--- src/rtl/toggle_pulse_rx_if.sv ---
// Toggle-line receiver bundle: remote toggle plus local clear in; decoded pulse, level, count and status out.
interface toggle_pulse_rx_if #(
    parameter int CNT_W = 8
);
    logic             tog_in;
    logic             clr;
    logic             pulse;
    logic             level;
    logic [CNT_W-1:0] cnt;
    logic             sat;
    logic             stall;

    modport master (
        output tog_in, clr,
        input  pulse, level, cnt, sat, stall
    );

    modport slave (
        input  tog_in, clr,
        output pulse, level, cnt, sat, stall
    );
endinterface

--- src/rtl/toggle_pulse_rx.sv ---
// Toggle-link receiver: synchronises tog_in, emits one pulse per transition, counts events, flags a stalled link.
// Pulse is registered one clk after level changes; no backpressure, events are never held off.
module toggle_pulse_rx #(
    parameter int SYNC_STAGES = 2,
    parameter int CNT_W       = 8,
    parameter int TIMEOUT     = 16
) (
    input  logic               clk,
    input  logic               rst,
    toggle_pulse_rx_if.slave   bus
);
    localparam int IW = $clog2(SYNC_STAGES + 1);
    localparam int TW = $clog2(TIMEOUT);

    typedef enum logic [1:0] {INIT, WAIT, ACTIVE, STALLED} state_t;

    state_t                 state_q, state_d;
    logic [SYNC_STAGES-1:0] sync_q;
    logic                   prev_q;
    logic                   pulse_q;
    logic [CNT_W-1:0]       cnt_q;
    logic                   sat_q;
    logic [TW-1:0]          idle_q, idle_d;
    logic [IW-1:0]          init_q, init_d;
    logic                   level;
    logic                   evt;

    assign level = sync_q[SYNC_STAGES-1];
    assign evt   = (state_q != INIT) && (level != prev_q);

    // INIT stays until the post-reset zeros have left the synchroniser, so a line
    // already high at release is absorbed into prev instead of decoding as an event.
    always_comb begin
        state_d = state_q;
        idle_d  = idle_q;
        init_d  = init_q;
        case (state_q)
            INIT: begin
                init_d = init_q + IW'(1);
                if (init_q == IW'(SYNC_STAGES)) begin
                    state_d = WAIT;
                    init_d  = '0;
                end
            end
            WAIT: begin
                if (evt) begin
                    state_d = ACTIVE;
                    idle_d  = '0;
                end
            end
            ACTIVE: begin
                if (evt) begin
                    idle_d = '0;
                end else if (idle_q == TW'(TIMEOUT - 1)) begin
                    state_d = STALLED;
                    idle_d  = '0;
                end else begin
                    idle_d = idle_q + TW'(1);
                end
            end
            STALLED: begin
                if (evt) begin
                    state_d = ACTIVE;
                    idle_d  = '0;
                end
            end
            default: begin
                state_d = INIT;
                idle_d  = '0;
                init_d  = '0;
            end
        endcase
    end

    always_ff @(posedge clk or posedge rst) begin
        if (rst) begin
            state_q <= INIT;
            idle_q  <= '0;
            init_q  <= '0;
        end else begin
            state_q <= state_d;
            idle_q  <= idle_d;
            init_q  <= init_d;
        end
    end

    always_ff @(posedge clk or posedge rst) begin
        if (rst) begin
            sync_q  <= '0;
            prev_q  <= 1'b0;
            pulse_q <= 1'b0;
        end else begin
            sync_q  <= {sync_q[SYNC_STAGES-2:0], bus.tog_in};
            prev_q  <= level;
            pulse_q <= evt;
        end
    end

    // clr beats a coincident event: the pulse still fires but is not counted.
    always_ff @(posedge clk or posedge rst) begin
        if (rst) begin
            cnt_q <= '0;
            sat_q <= 1'b0;
        end else if (bus.clr) begin
            cnt_q <= '0;
            sat_q <= 1'b0;
        end else if (evt) begin
            if (cnt_q == '1) begin
                sat_q <= 1'b1;
            end else begin
                cnt_q <= cnt_q + CNT_W'(1);
            end
        end
    end

    assign bus.pulse = pulse_q;
    assign bus.level = level;
    assign bus.cnt   = cnt_q;
    assign bus.sat   = sat_q;
    assign bus.stall = (state_q == STALLED);
endmodule

--- src/flat_wrapper.sv ---
// flat-port wrapper written by rule: the top's interface ports become plain ports
module toggle_pulse_rx_flat 
#(
    parameter int SYNC_STAGES = 2,
    parameter int CNT_W       = 8,
    parameter int TIMEOUT     = 16
)
  (clk, rst, bus_tog_in, bus_clr, bus_pulse, bus_level, bus_cnt, bus_sat, bus_stall);
  toggle_pulse_rx_if #(.CNT_W(CNT_W)) bus_i ();
  input  logic clk;
  input  logic rst;
  input wire logic [$bits(bus_i.tog_in)-1:0] bus_tog_in;
  input wire logic [$bits(bus_i.clr)-1:0] bus_clr;
  output wire logic [$bits(bus_i.pulse)-1:0] bus_pulse;
  output wire logic [$bits(bus_i.level)-1:0] bus_level;
  output wire logic [$bits(bus_i.cnt)-1:0] bus_cnt;
  output wire logic [$bits(bus_i.sat)-1:0] bus_sat;
  output wire logic [$bits(bus_i.stall)-1:0] bus_stall;
  assign bus_i.tog_in = bus_tog_in;
  assign bus_i.clr = bus_clr;
  assign bus_pulse = bus_i.pulse;
  assign bus_level = bus_i.level;
  assign bus_cnt = bus_i.cnt;
  assign bus_sat = bus_i.sat;
  assign bus_stall = bus_i.stall;
  toggle_pulse_rx #(.SYNC_STAGES(SYNC_STAGES), .CNT_W(CNT_W), .TIMEOUT(TIMEOUT)) u_core (.clk(clk), .rst(rst), .bus(bus_i));
endmodule
--- config.mk ---
export PLATFORM = sky130hd
export DESIGN_NAME = toggle_pulse_rx_flat
export DESIGN_NICKNAME = d
export VERILOG_FILES = /design/src/rtl/toggle_pulse_rx_if.sv /design/src/rtl/toggle_pulse_rx.sv /design/src/flat_wrapper.sv
export SDC_FILE = /design/constraint.sdc
export NUM_CORES = 1
export LEC_CHECK = 0
export CORE_MARGIN = 4
export CORE_UTILIZATION = 46
export DETAILED_ROUTE_END_ITERATION = 8
export HOLD_SLACK_MARGIN = 0.15
export PLACE_DENSITY_LB_ADDON = 0.12
export SLEW_MARGIN = 10
export SYNTH_ARGS = -nofsm -noshare
export SYNTH_HDL_FRONTEND = slang
export SYNTH_SLANG_ARGS = --single-unit
--- constraint.sdc ---
create_clock -name clk -period 1.8 [get_ports clk]
set_input_delay 0.36 -clock clk [delete_from_list [all_inputs] [get_ports clk]]
set_output_delay 0.36 -clock clk [all_outputs]
set_load 0.01 [all_outputs]
After elaboration in Yosys (flattened, before gate mapping). Index checks and enable logic that the tools add are counted. Widths: inputs -> output; s select.

Add/subtract/negate cells: 3. Equality and inequality tests: 12. Reduce and logical (&&, ||, !) cells: 11. Muxes and demuxes: 16.

Operators by type and width (count): $mux 8 (3); $mux 4 (3); $mux 2 (5); $add 8x1->8 const B (1); $eq 8x8->1 const B (1); $pmux 4 s2 (1); $reduce_bool 2->1 (4); $eq 2x2->1 const B (3); $ne 2x1->1 const B (3); $pmux 2 s3 (1); $reduce_and 2->1 (3); $add 4x1->4 const B (1); $eq 4x4->1 const B (1); $ne 2x2->1 const B (2); $reduce_and 4->1 (1); $mux 1 (3); $add 2x1->2 const B (1); $eq 2x1->1 const B (1); $logic_not 2->1 (1); $reduce_or 2->1 (1); $logic_and 1x1->1 (1); $ne 1x1->1 (1).

Bits in registers: 21. Logic and storage cells: 50. Input port bits: 4. Output and inout bits: 12.

Logic depth before layout (Yosys ltp).
Word-level depth: 4. Depth in mapped cells: 6. Depth with buffers taken out: 5.

Least setup slack after synthesis. No wires, ideal clock.

Kind: register to register. From: register u_core.cnt_q[0] (netlist: u_core.bus.cnt[0]). To: register u_core.cnt_q[7] (netlist: u_core.bus.cnt[7]). Path buffers: 1. Slack: 0.076 ns. Stages on the path, launching flop included: 7. Data arrival time: 1.597 ns. Path through: dfrtp_1 > ha_1 > nand4_1 > o221ai_2 > buf_6 > nor4_2 > mux2_1.

Longest elaborated chain between the ends: 4.

Ends and longest elaborated chain: start, declared (line toggle_pulse_rx.sv:21) `logic [CNT_W-1:0] cnt_q;`; start signal, assigned (line toggle_pulse_rx.sv:111) `cnt_q <= cnt_q + CNT_W'(1);`; $add 8x1->8 (line toggle_pulse_rx.sv:111); $mux 8 (line toggle_pulse_rx.sv:108) `if (cnt_q == '1) begin`; $mux 8 (line toggle_pulse_rx.sv:107) `end else if (evt) begin`; $mux 8 (line toggle_pulse_rx.sv:104) `end else if (bus.clr) begin`.

Parallel ways exist; a longest one is shown, timed or not. The select of a mux whose other input is x is not followed. A chain may end at the register's enable or synchronous reset.

Worst setup path in the final report.
From: register u_core.cnt_q[2] (netlist: u_core.bus.cnt[2]). To: output port bus_cnt[2].

RTL lines: end, declared (line flat_wrapper.sv:16) `output wire logic [$bits(bus_i.cnt)-1:0] bus_cnt;`.

No word-level cell between the ends.

==> results.ini <==
[detailed_routing]
drt_wl_total_um=2030
vias_per_cell=5.59
drtIter0Drc=17
post_drt_wl_per_cell_um=13.2
vias=855
firstDrtPassIters=4
ant_nets=0
drc=0

[hold_path]
hp-class=flop to flop

[clock_tree]
cts_tree=built
cts_root_buffer=clkbuf_4
clk_transition_reported_paths_ns=0.11
clock_sinks=21
cts_buffer_depth=2
htree_levels=1
insertion_delay_ns=0.30
hold_buffers=0
cts_buffers=3

[final_layout]
seq_area_um2=528
drive_gt1_share_pct=15.1
antenna_cells=0
num-nets-final=133
syn_to_final_growth_pct=27.2
multi_input_area_um2=448
fillers=193

[logic_synthesis]
ys_ff_latch=21
synth.top_cell.area_share_pct=52.2
ys_seq_area_share_pct=52.2
synth_cell_types=35
syn_avg_cell_area_um2=9.97
synth.net_count=107
synth_common_cells=21 x dfrtp_1, 11 x o21ai_0, 8 x a21oi_1, 8 x nand3_1
ys_async_sr_fraction_pct=100
netlist_instances=101
yosys.area.top_type=dfrtp_1
yosys.cell_count.top_type=dfrtp_1
synth.cell_area_mm2=0.00101
synth_area_leaders=dfrtp_1 52%, o21ai_0 5.5%, a21oi_1 4.0%
synth_edf_count=0
ys.flop_type=dfrtp_1
yosysWarnings=0

[power]
p_sw_w=0.000464
finalPower_w=0.00133
p_int_w=0.000867
seqPwrFrac_pct=47.9
netSwitchingFraction_pct=34.9
clkPwrFrac_pct=16.4
ir_drop_uv=660
p_per_area_mw_per_mm2=1040
cellLeakagePower_nw=0.539
p_comb_share_pct=35.7

[sta]
worst_slew_pin_slew_ns=0.407
min_period_ns=1.70
hold_viol=0
finalWorstSetupSlack_ns=0.0991
setup_viol=0
whs_ns=0.366
report.final.slew_viol_count=0
rsz0062_at_grt=false
fin_tns_setup_ns=0
timing.final.crit_share_pct=94.5
fmax_mhz=588
skew_ns=0.00329
relSlewSlack_pct=72.7

[die]
rows=16
core_area_mm2=0.00202
initial_utilization_pct=49.8
ioPinCount=16
fp.dieH_um=54.8
dieArea_mm2=0.00300
die_w_um=54.8

[place]
hpwl_um=1470
io_buffers=15
pre_cts_slack_ns=0.0852
finalWeightedCongestion=0.766

[global_routing]
antenna_found_initial=0
grt_pass1_vias=806
grt_pass1_wl_um=3520
grtUsageTotal_pct=16.4
global_route.overflow_total=0
grt_max_degree=22

[setup_path]
worstPathRequired_ns=1.44
max_stage_delay_ns=0.58
critical_path_class=flop to output port
crit_path_top_delay_cell=clkdlybuf4s50_1
cp-start-kind=flop
path_cells=clkdlybuf4s50_1
path_max_fanout=7
cp.arrival_ns=1.34
crit_buf_inv=1
crit_family=buffers and inverters
worstSetupEndpointType=output port

[run]
maxCapViolations=0

[status]
status=finished clean

-- state kept, by name (all words and copies together) (netlist names) --
| signal | flops |
|---|---|
| u_core.sync_q | 2 |
| u_core.bus.sat | 1 |
| u_core.init_q | 2 |
| u_core.bus.pulse | 1 |
| u_core.state_q | 2 |
| u_core.bus.cnt | 8 |
| u_core.prev_q | 1 |
| u_core.idle_q | 4 |
-- path summary, 6_finish.rpt --
check / start / end / slack (ns) / cells after the start
max: u_core.bus.cnt[2] / bus_cnt[2] / 0.1 / 1
min: u_core.sync_q[0] / u_core.sync_q[1] / 0.37 / 0
max reg2reg: u_core.bus.cnt[0] / u_core.bus.cnt[5] / 0.12 / 5
min reg2reg: u_core.sync_q[0] / u_core.sync_q[1] / 0.37 / 0
max in group asynchronous: rst / u_core.state_q[1] / 1.19 / 3
min in group asynchronous: rst / u_core.bus.cnt[3] / 0.38 / 3
-- power by group through the flow --
stage                     clock network, W  logic, W  registers [W]
after floorplan                          0  0.000269       0.000649
final                             0.000218  0.000475       0.000638
after CTS                         0.000231  0.000451       0.000636
after detailed placement                 0  0.000385       0.000680
after global routing              0.000255  0.000540       0.000650
after global placement                   0  0.000375       0.000669
-- timing repair --
action | CTS | global route
pin swaps | 0 | 1
resized for setup | 2 | 1
setup endpoints to repair | 1 | 2
buffers inserted | 2 | 2
-- per-stage QoR --
| step | utilization (%) | cell area, um^2 | cells |
|---|---|---|---|
| after floorplan | - | 1010 | 101 |
| after global placement | 59.8 | 1210 | 145 |
| after detailed placement | 59.8 | 1210 | 145 |
| after CTS | 62.1 | 1250 | 151 |
| after global routing | 63.4 | 1280 | 153 |
| final | 63.4 | 1280 | 153 |
-- routing by layer --
layer	share of wire, %	global-route usage (%)	up-vias
li1	-	-	417
met1	45	21.1	419
met2	51	26.8	15
met3	3.5	4.36	4
met4	1.0	4.98	0
met5	0	0	-
-- kinds of logic (layout without fill, tap and decap cells) --
family                   after synthesis  in the layout  share of synthesized area [%]
AO/OA/AOI/OAI                         29             29                           17.5
XOR/XNOR                               3              3                           3.35
adder cells (fa/ha/maj)                2              2                           2.48
buffers and inverters                  9             34                           4.47
flip-flops                            21             21                           52.2
multiplexers                           2              2                           2.11
AND/OR/NAND/NOR                       35             35                           17.9
-- cells in the final DEF, fill, tap and decap left out, drive strengths merged, types with 2 or more instances in the layout --
cell type,netlist,final
a21oi,8,8
and3,2,2
buf,3,10
clkbuf,1,3
clkdlybuf4s50,0,15
dfrtp,21,21
ha,2,2
inv,5,5
nand2,7,7
nand3,8,8
nor2,7,7
nor4,2,2
o21ai,12,12
o31a,2,2
or3,4,4
xor2,2,2
-- area by class of cell --
| type | instances | area share (%) |
|---|---|---|
| clock inverter | 1 | 0.391 |
| timing repair buffer | 25 | 17.6 |
| sequential | 21 | 41.2 |
| tap | 27 | 2.64 |
| inverter | 5 | 1.46 |
| clock buffer | 3 | 1.76 |
| multi-input combinational | 71 | 35.0 |
No activity file was read; power rests on OpenSTA's default activity.
